$ cat config.mk
export PLATFORM = sky130hd
export DESIGN_NAME = lut_interp_ctrl_flat
export DESIGN_NICKNAME = d
export VERILOG_FILES = /design/src/rtl/lut_interp_pkg.sv /design/src/rtl/lut_interp_ctrl_if.sv /design/src/rtl/lut_interp_math.sv /design/src/rtl/lut_interp_ctrl.sv /design/src/flat_wrapper.sv
export SDC_FILE = /design/constraint.sdc
export NUM_CORES = 1
export LEC_CHECK = 0
export CAP_MARGIN = 40
export CELL_PAD_IN_SITES_DETAIL_PLACEMENT = 0
export CELL_PAD_IN_SITES_GLOBAL_PLACEMENT = 2
export CORE_ASPECT_RATIO = 1.4
export CORE_MARGIN = 4
export CORE_UTILIZATION = 25
export CTS_BUF_LIST = sky130_fd_sc_hd__clkbuf_4 sky130_fd_sc_hd__clkbuf_8 sky130_fd_sc_hd__clkbuf_16
export DETAILED_ROUTE_END_ITERATION = 8
export GPL_ROUTABILITY_DRIVEN = 0
export PLACE_DENSITY_LB_ADDON = 0.25
export SLEW_MARGIN = 20
export SYNTH_ARGS = -nofsm -noshare
export SYNTH_HDL_FRONTEND = slang
export SYNTH_SLANG_ARGS = --single-unit
$ cat constraint.sdc
create_clock -name clk -period 9.6 [get_ports clk]
set_input_delay 1.44 -clock clk [delete_from_list [all_inputs] [get_ports clk]]
set_output_delay 1.44 -clock clk [all_outputs]
set_load 0.03 [all_outputs]
$ cat src/rtl/lut_interp_pkg.sv
// Shared parameters, index-split helpers and swap FSM states for lut_interp_ctrl.
// Latency: n/a (types and constants only).
// Backpressure: n/a.
package lut_interp_pkg;
  localparam int DWIDTH = 16;            // table entry / output sample width
  localparam int TAW    = 9;             // table index width
  localparam int FW     = 7;             // fractional index width
  localparam int IW     = TAW + FW;      // input sample width
  localparam int AW     = TAW + 1;       // RAM address width, MSB = bank
  localparam int PW     = DWIDTH + FW + 1; // product width

  typedef enum logic {
    IDLE = 1'b0,
    PEND = 1'b1
  } swap_state_e;

  function automatic logic [TAW-1:0] idx_of(input logic [IW-1:0] d);
    return d[IW-1:FW];
  endfunction

  function automatic logic [FW-1:0] frac_of(input logic [IW-1:0] d);
    return d[FW-1:0];
  endfunction
endpackage

$ cat src/rtl/lut_interp_ctrl_if.sv
// Sample stream bundle: index samples in, interpolated samples out.
// Latency: n/a (wires only).
// Backpressure: valid/ready on both directions.
interface lut_interp_ctrl_if;
  import lut_interp_pkg::*;

  logic [IW-1:0]     i_tdata;
  logic              i_tlast;
  logic              i_tvalid;
  logic              i_tready;
  logic [DWIDTH-1:0] o_tdata;
  logic              o_tlast;
  logic              o_tvalid;
  logic              o_tready;

  modport slave (
    input  i_tdata, i_tlast, i_tvalid, o_tready,
    output i_tready, o_tdata, o_tlast, o_tvalid
  );

  modport master (
    output i_tdata, i_tlast, i_tvalid, o_tready,
    input  i_tready, o_tdata, o_tlast, o_tvalid
  );
endinterface

$ cat src/rtl/lut_interp_math.sv
// Interpolation datapath: capture frac/last, diff*frac, then a + (prod >>> FW).
// Latency: 3 clocks from accept edge to o_vld.
// Backpressure: every stage holds while i_en = 0.
// Ports: i_en pipeline enable, i_vld/i_frac/i_last from the accept stage,
//        i_doa/i_doa_next RAM read data, o_dat/o_last/o_vld result.
module lut_interp_math
  import lut_interp_pkg::*;
(
  input  logic              clk,
  input  logic              reset_n,
  input  logic              i_en,
  input  logic              i_vld,
  input  logic [FW-1:0]     i_frac,
  input  logic              i_last,
  input  logic [DWIDTH-1:0] i_doa,
  input  logic [DWIDTH-1:0] i_doa_next,
  output logic [DWIDTH-1:0] o_dat,
  output logic              o_last,
  output logic              o_vld
);
  logic                     r_v1, r_last1;
  logic [FW-1:0]            r_frac1;
  logic                     r_v2, r_last2;
  logic signed [DWIDTH-1:0] r_a2;
  logic signed [PW-1:0]     r_prod2;
  logic                     r_v3, r_last3;
  logic [DWIDTH-1:0]        r_dat3;

  logic signed [DWIDTH:0]   w_diff;
  logic signed [PW-1:0]     w_prod;
  logic signed [DWIDTH-1:0] w_sum;

  // One extra bit so b - a never wraps.
  assign w_diff = $signed({i_doa_next[DWIDTH-1], i_doa_next}) - $signed({i_doa[DWIDTH-1], i_doa});
  // Both operands widened to PW so the multiply is done at full product width;
  // frac is zero-extended (unsigned).
  assign w_prod = $signed({{(PW-DWIDTH-1){w_diff[DWIDTH]}}, w_diff}) *
                  $signed({{(PW-FW){1'b0}}, r_frac1});
  // Result lies between a and b, so keeping only DWIDTH bits is exact.
  assign w_sum  = r_a2 + DWIDTH'(r_prod2 >>> FW);

  always_ff @(posedge clk or negedge reset_n) begin
    if (!reset_n) begin
      r_v1    <= 1'b0;
      r_last1 <= 1'b0;
      r_frac1 <= '0;
      r_v2    <= 1'b0;
      r_last2 <= 1'b0;
      r_a2    <= '0;
      r_prod2 <= '0;
      r_v3    <= 1'b0;
      r_last3 <= 1'b0;
      r_dat3  <= '0;
    end else if (i_en) begin
      r_v1 <= i_vld;
      if (i_vld) begin
        r_frac1 <= i_frac;
        r_last1 <= i_last;
      end
      r_v2 <= r_v1;
      if (r_v1) begin
        r_a2    <= $signed(i_doa);
        r_prod2 <= w_prod;
        r_last2 <= r_last1;
      end
      r_v3 <= r_v2;
      if (r_v2) begin
        r_dat3  <= w_sum;
        r_last3 <= r_last2;
      end
    end
  end

  assign o_dat  = r_dat3;
  assign o_last = r_last3;
  assign o_vld  = r_v3;
endmodule

$ cat src/rtl/lut_interp_ctrl.sv
// Streams index samples through a banked dual-port LUT RAM and emits interpolated values.
// Latency: 3 clocks accept-to-output, 1 sample/clk.
// Backpressure: o_tready low with o_tvalid high freezes the pipe and the RAM read port.
// Ports: clk/reset_n; io_axis sample stream; wr_* host writes to the inactive bank;
//        swap_stb/active_bank/swap_pending bank control; ram_* RAM port A (read) / B (write).
module lut_interp_ctrl
  import lut_interp_pkg::*;
(
  input  logic              clk,
  input  logic              reset_n,
  lut_interp_ctrl_if.slave  io_axis,
  input  logic              wr_stb,
  input  logic [TAW-1:0]    wr_addr,
  input  logic [DWIDTH-1:0] wr_data,
  input  logic              swap_stb,
  output logic              active_bank,
  output logic              swap_pending,
  output logic              ram_ena,
  output logic [AW-1:0]     ram_addra,
  input  logic [DWIDTH-1:0] ram_doa,
  input  logic [DWIDTH-1:0] ram_doa_next,
  output logic              ram_enb,
  output logic              ram_web,
  output logic [AW-1:0]     ram_addrb,
  output logic [DWIDTH-1:0] ram_dib
);
  logic              w_en, w_acc, w_apply;
  logic              w_o_tvalid, w_o_tlast;
  logic [DWIDTH-1:0] w_o_tdata;
  logic              r_in_pkt, r_active_bank;
  swap_state_e       r_state, w_state_nxt;

  assign w_en  = ~w_o_tvalid | io_axis.o_tready;
  assign w_acc = io_axis.i_tvalid & w_en;

  assign io_axis.i_tready = w_en;
  assign ram_ena          = w_en;
  // The bank is fixed into the address at accept, so in-flight samples keep it.
  assign ram_addra        = {r_active_bank, idx_of(io_axis.i_tdata)};

  // Host writes can only ever reach the bank lookups are not using.
  assign ram_enb   = wr_stb;
  assign ram_web   = wr_stb;
  assign ram_addrb = {~r_active_bank, wr_addr};
  assign ram_dib   = wr_data;

  always_ff @(posedge clk or negedge reset_n) begin
    if (!reset_n) begin
      r_in_pkt      <= 1'b0;
      r_state       <= IDLE;
      r_active_bank <= 1'b0;
    end else begin
      if (w_acc) r_in_pkt <= ~io_axis.i_tlast;
      r_state <= w_state_nxt;
      if (w_apply) r_active_bank <= ~r_active_bank;
    end
  end

  // Swap waits for a packet boundary: either a quiet cycle outside a packet,
  // or the edge that accepts the packet's last sample.
  always_comb begin
    w_state_nxt  = r_state;
    w_apply      = 1'b0;
    swap_pending = 1'b0;
    case (r_state)
      IDLE: if (swap_stb) w_state_nxt = PEND;
      PEND: begin
        swap_pending = 1'b1;
        if ((w_acc & io_axis.i_tlast) | (~r_in_pkt & ~w_acc)) begin
          w_apply     = 1'b1;
          w_state_nxt = IDLE;
        end
      end
      default: w_state_nxt = IDLE;
    endcase
  end

  assign active_bank = r_active_bank;

  lut_interp_math u_math (
    .clk        (clk),
    .reset_n    (reset_n),
    .i_en       (w_en),
    .i_vld      (io_axis.i_tvalid),
    .i_frac     (frac_of(io_axis.i_tdata)),
    .i_last     (io_axis.i_tlast),
    .i_doa      (ram_doa),
    .i_doa_next (ram_doa_next),
    .o_dat      (w_o_tdata),
    .o_last     (w_o_tlast),
    .o_vld      (w_o_tvalid)
  );

  assign io_axis.o_tdata  = w_o_tdata;
  assign io_axis.o_tlast  = w_o_tlast;
  assign io_axis.o_tvalid = w_o_tvalid;
endmodule

$ cat src/flat_wrapper.sv
// flat-port wrapper written by rule: the top's interface ports become plain ports
module lut_interp_ctrl_flat import lut_interp_pkg::*;
  (clk, reset_n, wr_stb, wr_addr, wr_data, swap_stb, active_bank, swap_pending, ram_ena, ram_addra, ram_doa, ram_doa_next, ram_enb, ram_web, ram_addrb, ram_dib, io_axis_i_tdata, io_axis_i_tlast, io_axis_i_tvalid, io_axis_o_tready, io_axis_i_tready, io_axis_o_tdata, io_axis_o_tlast, io_axis_o_tvalid);
  lut_interp_ctrl_if io_axis_i ();
  input  logic clk;
  input  logic reset_n;
  input  logic wr_stb;
  input  logic [TAW-1:0] wr_addr;
  input  logic [DWIDTH-1:0] wr_data;
  input  logic swap_stb;
  output logic active_bank;
  output logic swap_pending;
  output logic ram_ena;
  output logic [AW-1:0] ram_addra;
  input  logic [DWIDTH-1:0] ram_doa;
  input  logic [DWIDTH-1:0] ram_doa_next;
  output logic ram_enb;
  output logic ram_web;
  output logic [AW-1:0] ram_addrb;
  output logic [DWIDTH-1:0] ram_dib;
  input wire logic [$bits(io_axis_i.i_tdata)-1:0] io_axis_i_tdata;
  input wire logic [$bits(io_axis_i.i_tlast)-1:0] io_axis_i_tlast;
  input wire logic [$bits(io_axis_i.i_tvalid)-1:0] io_axis_i_tvalid;
  input wire logic [$bits(io_axis_i.o_tready)-1:0] io_axis_o_tready;
  output wire logic [$bits(io_axis_i.i_tready)-1:0] io_axis_i_tready;
  output wire logic [$bits(io_axis_i.o_tdata)-1:0] io_axis_o_tdata;
  output wire logic [$bits(io_axis_i.o_tlast)-1:0] io_axis_o_tlast;
  output wire logic [$bits(io_axis_i.o_tvalid)-1:0] io_axis_o_tvalid;
  assign io_axis_i.i_tdata = io_axis_i_tdata;
  assign io_axis_i.i_tlast = io_axis_i_tlast;
  assign io_axis_i.i_tvalid = io_axis_i_tvalid;
  assign io_axis_i.o_tready = io_axis_o_tready;
  assign io_axis_i_tready = io_axis_i.i_tready;
  assign io_axis_o_tdata = io_axis_i.o_tdata;
  assign io_axis_o_tlast = io_axis_i.o_tlast;
  assign io_axis_o_tvalid = io_axis_i.o_tvalid;
  lut_interp_ctrl u_core (.clk(clk), .reset_n(reset_n), .io_axis(io_axis_i), .wr_stb(wr_stb), .wr_addr(wr_addr), .wr_data(wr_data), .swap_stb(swap_stb), .active_bank(active_bank), .swap_pending(swap_pending), .ram_ena(ram_ena), .ram_addra(ram_addra), .ram_doa(ram_doa), .ram_doa_next(ram_doa_next), .ram_enb(ram_enb), .ram_web(ram_web), .ram_addrb(ram_addrb), .ram_dib(ram_dib));
endmodule
* Yosys cells after proc, flatten, opt, wreduce, memory -nomap -nowiden
Index checks and enable logic that the tools add are counted.
Word-level totals: bits in read-only memories 0, memories kept 0, bits in latches 0, flip-flop bits (word level) 71, memory bits (writable) 0
Cells by class: order comparisons 0, mux-type cells 6, reduce and logical (&&, ||, !) cells 3, $mul 1, eq/ne operators 0, div/mod/pow operators 0, shift-type cells 0, $add $sub $neg 2, bitwise gates (word level) 11
Operators with widths (count):
- $mul A17 B8 Y23 | 1
- $sub A16 B16 Y17 | 1
- $add A16 B16 Y16 | 1
- $not A1 Y1 | 6
- $reduce_and A2 Y1 | 3
- $mux W1 | 5
- $and A1 B1 Y1 | 3
- $or A1 B1 Y1 | 2
- $pmux W1 S2 | 1

* Logic depth before layout (Yosys ltp)
word-level depth 8, depth in mapped cells 28

* By module
Synthesis repeated with hierarchy kept, for this count alone.
Unflattened totals: cell total of the unflattened synthesis 937, area total of the unflattened synthesis 8249.2 sq um
By module, submodules not included:
- lut_interp_math | cells each 885, area an instance 7815.0 sq um, times used 1, seq. area each 1526.5 sq um
- lut_interp_ctrl | cells each 52, area an instance 434.2 sq um, times used 1, seq. area each 75.1 sq um

* Worst setup path after synthesis
No wires, ideal clock.
path type input port to flip-flop, start point input port ram_doa_next[0], end point register u_core.u_math.r_prod2[22], arrival 7.079 ns, path buffers 0, setup slack 2.445 ns, stages 28, cell sequence inv_1 -> ha_1 -> fa_1 -> nor2b_1 -> o2111ai_1 -> o21ai_0 -> o21ai_0 -> nand2b_1 -> a21oi_1 -> xnor2_1 -> nand2_1 -> fa_1 -> inv_1 -> fa_1 -> fa_1 -> inv_1 -> fa_1 -> inv_1 -> ha_1 -> a21oi_1 -> nand2_1 -> a21oi_1 -> nor4b_4 -> a41oi_4 -> o21ai_1 -> o41ai_2 -> xnor3_1 -> o21ai_1
On the way: word-level cells in the longest chain between the ends 2
RTL lines:
- start, declared | RTL line flat_wrapper.sv:16 | input logic [DWIDTH-1:0] ram_doa_next;
- $sub A16 B16 Y17 | RTL line lut_interp_math.sv:34 | assign w_diff = $signed({i_doa_next[DWIDTH-1], i_doa_next}) - $signed({i_doa[DWIDTH-1], i_doa});
- $mul A17 B8 Y23 | RTL line lut_interp_math.sv:37 | assign w_prod = $signed({{(PW-DWIDTH-1){w_diff[DWIDTH]}}, w_diff}) *
- end signal, assigned | RTL line lut_interp_math.sv:63 | r_prod2 <= w_prod;
- end, declared | RTL line lut_interp_math.sv:25 | logic signed [PW-1:0] r_prod2;
Every way passes these cells. A chain may end at the register's enable or synchronous reset.

* Final worst setup path
start point input port ram_doa[1], end point register u_core.u_math.r_prod2[22]
On the way: word-level cells in the longest chain between the ends 2
RTL lines:
- start, declared | RTL line flat_wrapper.sv:15 | input logic [DWIDTH-1:0] ram_doa;
- $sub A16 B16 Y17 | RTL line lut_interp_math.sv:34
- $mul A17 B8 Y23 | RTL line lut_interp_math.sv:37
Every way passes these cells.

==> results_dict.tcl <==
set metrics [dict create \
    status "completed" \
    crit_start "ram_doa[1]" \
    rrSetupSlack_ns 4.11 \
    syn_area_per_cell_sq_um 9.01 \
    fillers 3302 \
    cts.root.buffer_cell "clkbuf_16" \
    maxCapViolations 0 \
    rows 76 \
    cts_max_level 3 \
    dieWidth_um 158 \
    regToRegEndpoint "u_core.u_math.r_prod2[22]$_DFFE_PN0P_" \
    cts.sinks 64 \
    final_max_slew_viol_count 0 \
    worst_slack_ns 1.42 \
    cts_hold_buf 0 \
    fin_crit_ns 8.18 \
    drtAntennaViolNets 0 \
    grt_pass1_vias 6126 \
    critPathKind "input port to flip-flop" \
    start_kind "input port" \
    fin_hold_ws_ns 0.474 \
    dr.pass1.iters 6 \
    clkTransAtPathRegs_ns 0.05 \
    fin_crit_sh_pct 85.2 \
    syn_inst 878 \
    tightest_slew_ns 0.760 \
    synth_fp_nets 1119 \
    syn_area_sq_mm 0.00791 \
    post_cts_resized 0 \
    grt-ovfl-total 0 \
    r2r_cells 17 \
    synthArstFlopShare_pct 100 \
    drtIter0Drc 118 \
    clk_path_buf_depth 2 \
    min_path_type "flip-flop to flip-flop" \
    grt.total_usage_pct 12.0 \
    reg2reg_from "u_core.u_math.r_frac1[4]$_DFFE_PN0P_" \
    drc 0 \
    initial_core_util_pct 25.5 \
    drive_above_1_share_pct 5.16 \
    path_max_fanout 7 \
    grt_max_degree 66 \
    cts_tree "yes" \
    endpoint "u_core.u_math.r_prod2[22]$_DFFE_PN0P_" \
    post_cts_buffers 0 \
    num_vias 5530 \
    synth-edff-count 0 \
    cp_top_family "adder cells" \
    dp_slack_ns 1.05 \
    routed_wirelength_um 19600 \
    end_kind "flip-flop" \
    yosysWarnings 0 \
    hold_viol_final 0 \
    clk_latency_ns 0.35 \
    dp_hpwl_um 16100 \
    diodes 0 \
    antenna_found_initial 0 \
    crit_path_max_incr_delay_ns 0.54 \
    arrival_ns 8.45 \
    worstPathRequired_ns 9.87 \
    avgRoutedWirePerCell_um 15.1 \
    cp_num_buf_inv 5 \
    die_h_um 219 \
    synthTopCellsByArea "fa_1 (22%), dfrtp_1 (20%), ha_1 (12%)" \
    synth_seq_cells 64 \
    seq_area_frac_synth_pct 20.2 \
    areaGrowthSynthToFinish_pct 15.0 \
    synth_commonest_cells "inv_1 (155), nand2_1 (92), fa_1 (87), and2_1 (81), ha_1 (74)" \
    synth.most_common_cell "inv_1" \
    cp_slowest_cell "fa_1" \
    nets 1148 \
    die_area_sq_mm 0.0346 \
    worst-path-stages 27 \
    max_freq_ghz 0.122 \
    grt_first_pass_wirelength_um 32000 \
    relSlewSlack_pct 49.0 \
    ys_types 54 \
    setup_viol 0 \
    finalClockSkew_ns 0.0101 \
    portBuffers 68 \
    cts_made_buffers 9 \
    ioPinCount 140 \
    coreArea_sq_mm 0.0310 \
    tns_ns 0 \
    drt-vias-per-instance 4.25 \
    synth_area_leader_cell "fa_1" \
    synth_top_cell_area_share_pct 22.0 \
    ys.flop_type "dfrtp_1" \
    rsz0062_at_grt "no" \
]
placed cells by master, fill, tap and decap left out, types with 5 or more instances in the layout:
master	n
clkbuf_16	9
fa_1	87
inv_1	155
xor2_1	16
nor3_1	14
and2_1	81
dfrtp_1	64
nor2_1	24
o21ai_1	10
nand3_1	7
o31ai_1	8
o21a_1	6
o21ai_0	47
clkdlybuf4s50_1	67
ha_1	74
a21oi_1	19
buf_4	8
nand2_1	91
mux2_2	12
xnor2_1	24
a31oi_1	5
nor2b_1	17
nand2b_1	8
a211oi_1	5
cells by family (layout without fill, tap and decap cells):
family	count (synthesis)	after routing	synth area share, %
buffers and inverters	214	246	12.0
DFF	64	64	20.2
muxes	12	12	1.71
AOI/OAI and AO/OA	130	130	11.0
adders and majority gates	161	161	33.7
xor gates and xnor gates	41	41	4.71
and+or+nand+nor	256	256	16.6
area by class of cell:
class                           count  area [sq um]  area share [%]
Timing Repair Buffer               77           763            8.39
Inverter                          155           582            6.40
Clock inverter                      3          42.5           0.468
Tap cell                          390           488            5.36
Sequential cell                    64          1600            17.6
Multi-Input combinational cell    600          5370            59.0
Clock buffer                       11           253            2.78
tightest hold or removal path, stage by stage, from the launching register on:
cell and delay (ns):
dfrtp_1 0.33, nand2_1 0.04, o21ai_0 0.06
routing by layer:
| metal | vias up | part of all wire (%) | routed length (um) | track usage, % |
|---|---|---|---|---|
| met4 | 0 | 1.5 | 287 | 3.61 |
| met5 | - | 0 | 0 | 0 |
| met3 | 15 | 2.2 | 435 | 1.58 |
| met2 | 57 | 52 | 10200 | 21.6 |
| met1 | 2644 | 44 | 8690 | 14.7 |
| li1 | 2814 | - | - | - |
sequential cells by signal, summed over array words and instances (netlist names):
signal,cells
u_core.u_math.r_prod2,16
u_core.u_math.r_frac1,7
u_core.u_math.r_v1,1
u_core.u_math.r_last2,1
u_core.active_bank,1
u_core.u_math.o_dat,16
u_core.r_state,1
u_core.u_math.o_last,1
u_core.u_math.r_last1,1
u_core.r_in_pkt,1
u_core.u_math.r_v2,1
u_core.u_math.o_vld,1
u_core.u_math.r_a2,16
worst min-delay path by stage:
stage / depth (start not counted) / end / start / slack, ns
CTS: 2 / u_core.u_math.o_dat[9]$_DFFE_PN0P_ / u_core.u_math.o_dat[9]$_DFFE_PN0P_ / 0.48
global placement: 2 / u_core.u_math.o_dat[7]$_DFFE_PN0P_ / u_core.u_math.o_dat[7]$_DFFE_PN0P_ / 0.46
global route: 2 / u_core.u_math.o_dat[6]$_DFFE_PN0P_ / u_core.u_math.o_dat[6]$_DFFE_PN0P_ / 0.50
finish: 2 / u_core.u_math.o_dat[9]$_DFFE_PN0P_ / u_core.u_math.o_dat[9]$_DFFE_PN0P_ / 0.47
detailed placement: 2 / u_core.u_math.o_dat[9]$_DFFE_PN0P_ / u_core.u_math.o_dat[9]$_DFFE_PN0P_ / 0.47
floorplan: 2 / u_core.r_in_pkt$_DFFE_PN0P_ / u_core.r_in_pkt$_DFFE_PN0P_ / 0.44
through the flow:
stage / instance area, sq um / instances / utilization, %
floorplan: 7910 / 878 / -
global placement: 8770 / 1284 / 28.3
finish: 9100 / 1300 / 29.3
CTS: 9100 / 1300 / 29.3
global route: 9100 / 1300 / 29.3
detailed placement: 8800 / 1286 / 28.4
Power is left out: the tool's default activity adds up to more than one toggle a clock period on the data nets, which glitch-free logic cannot reach.
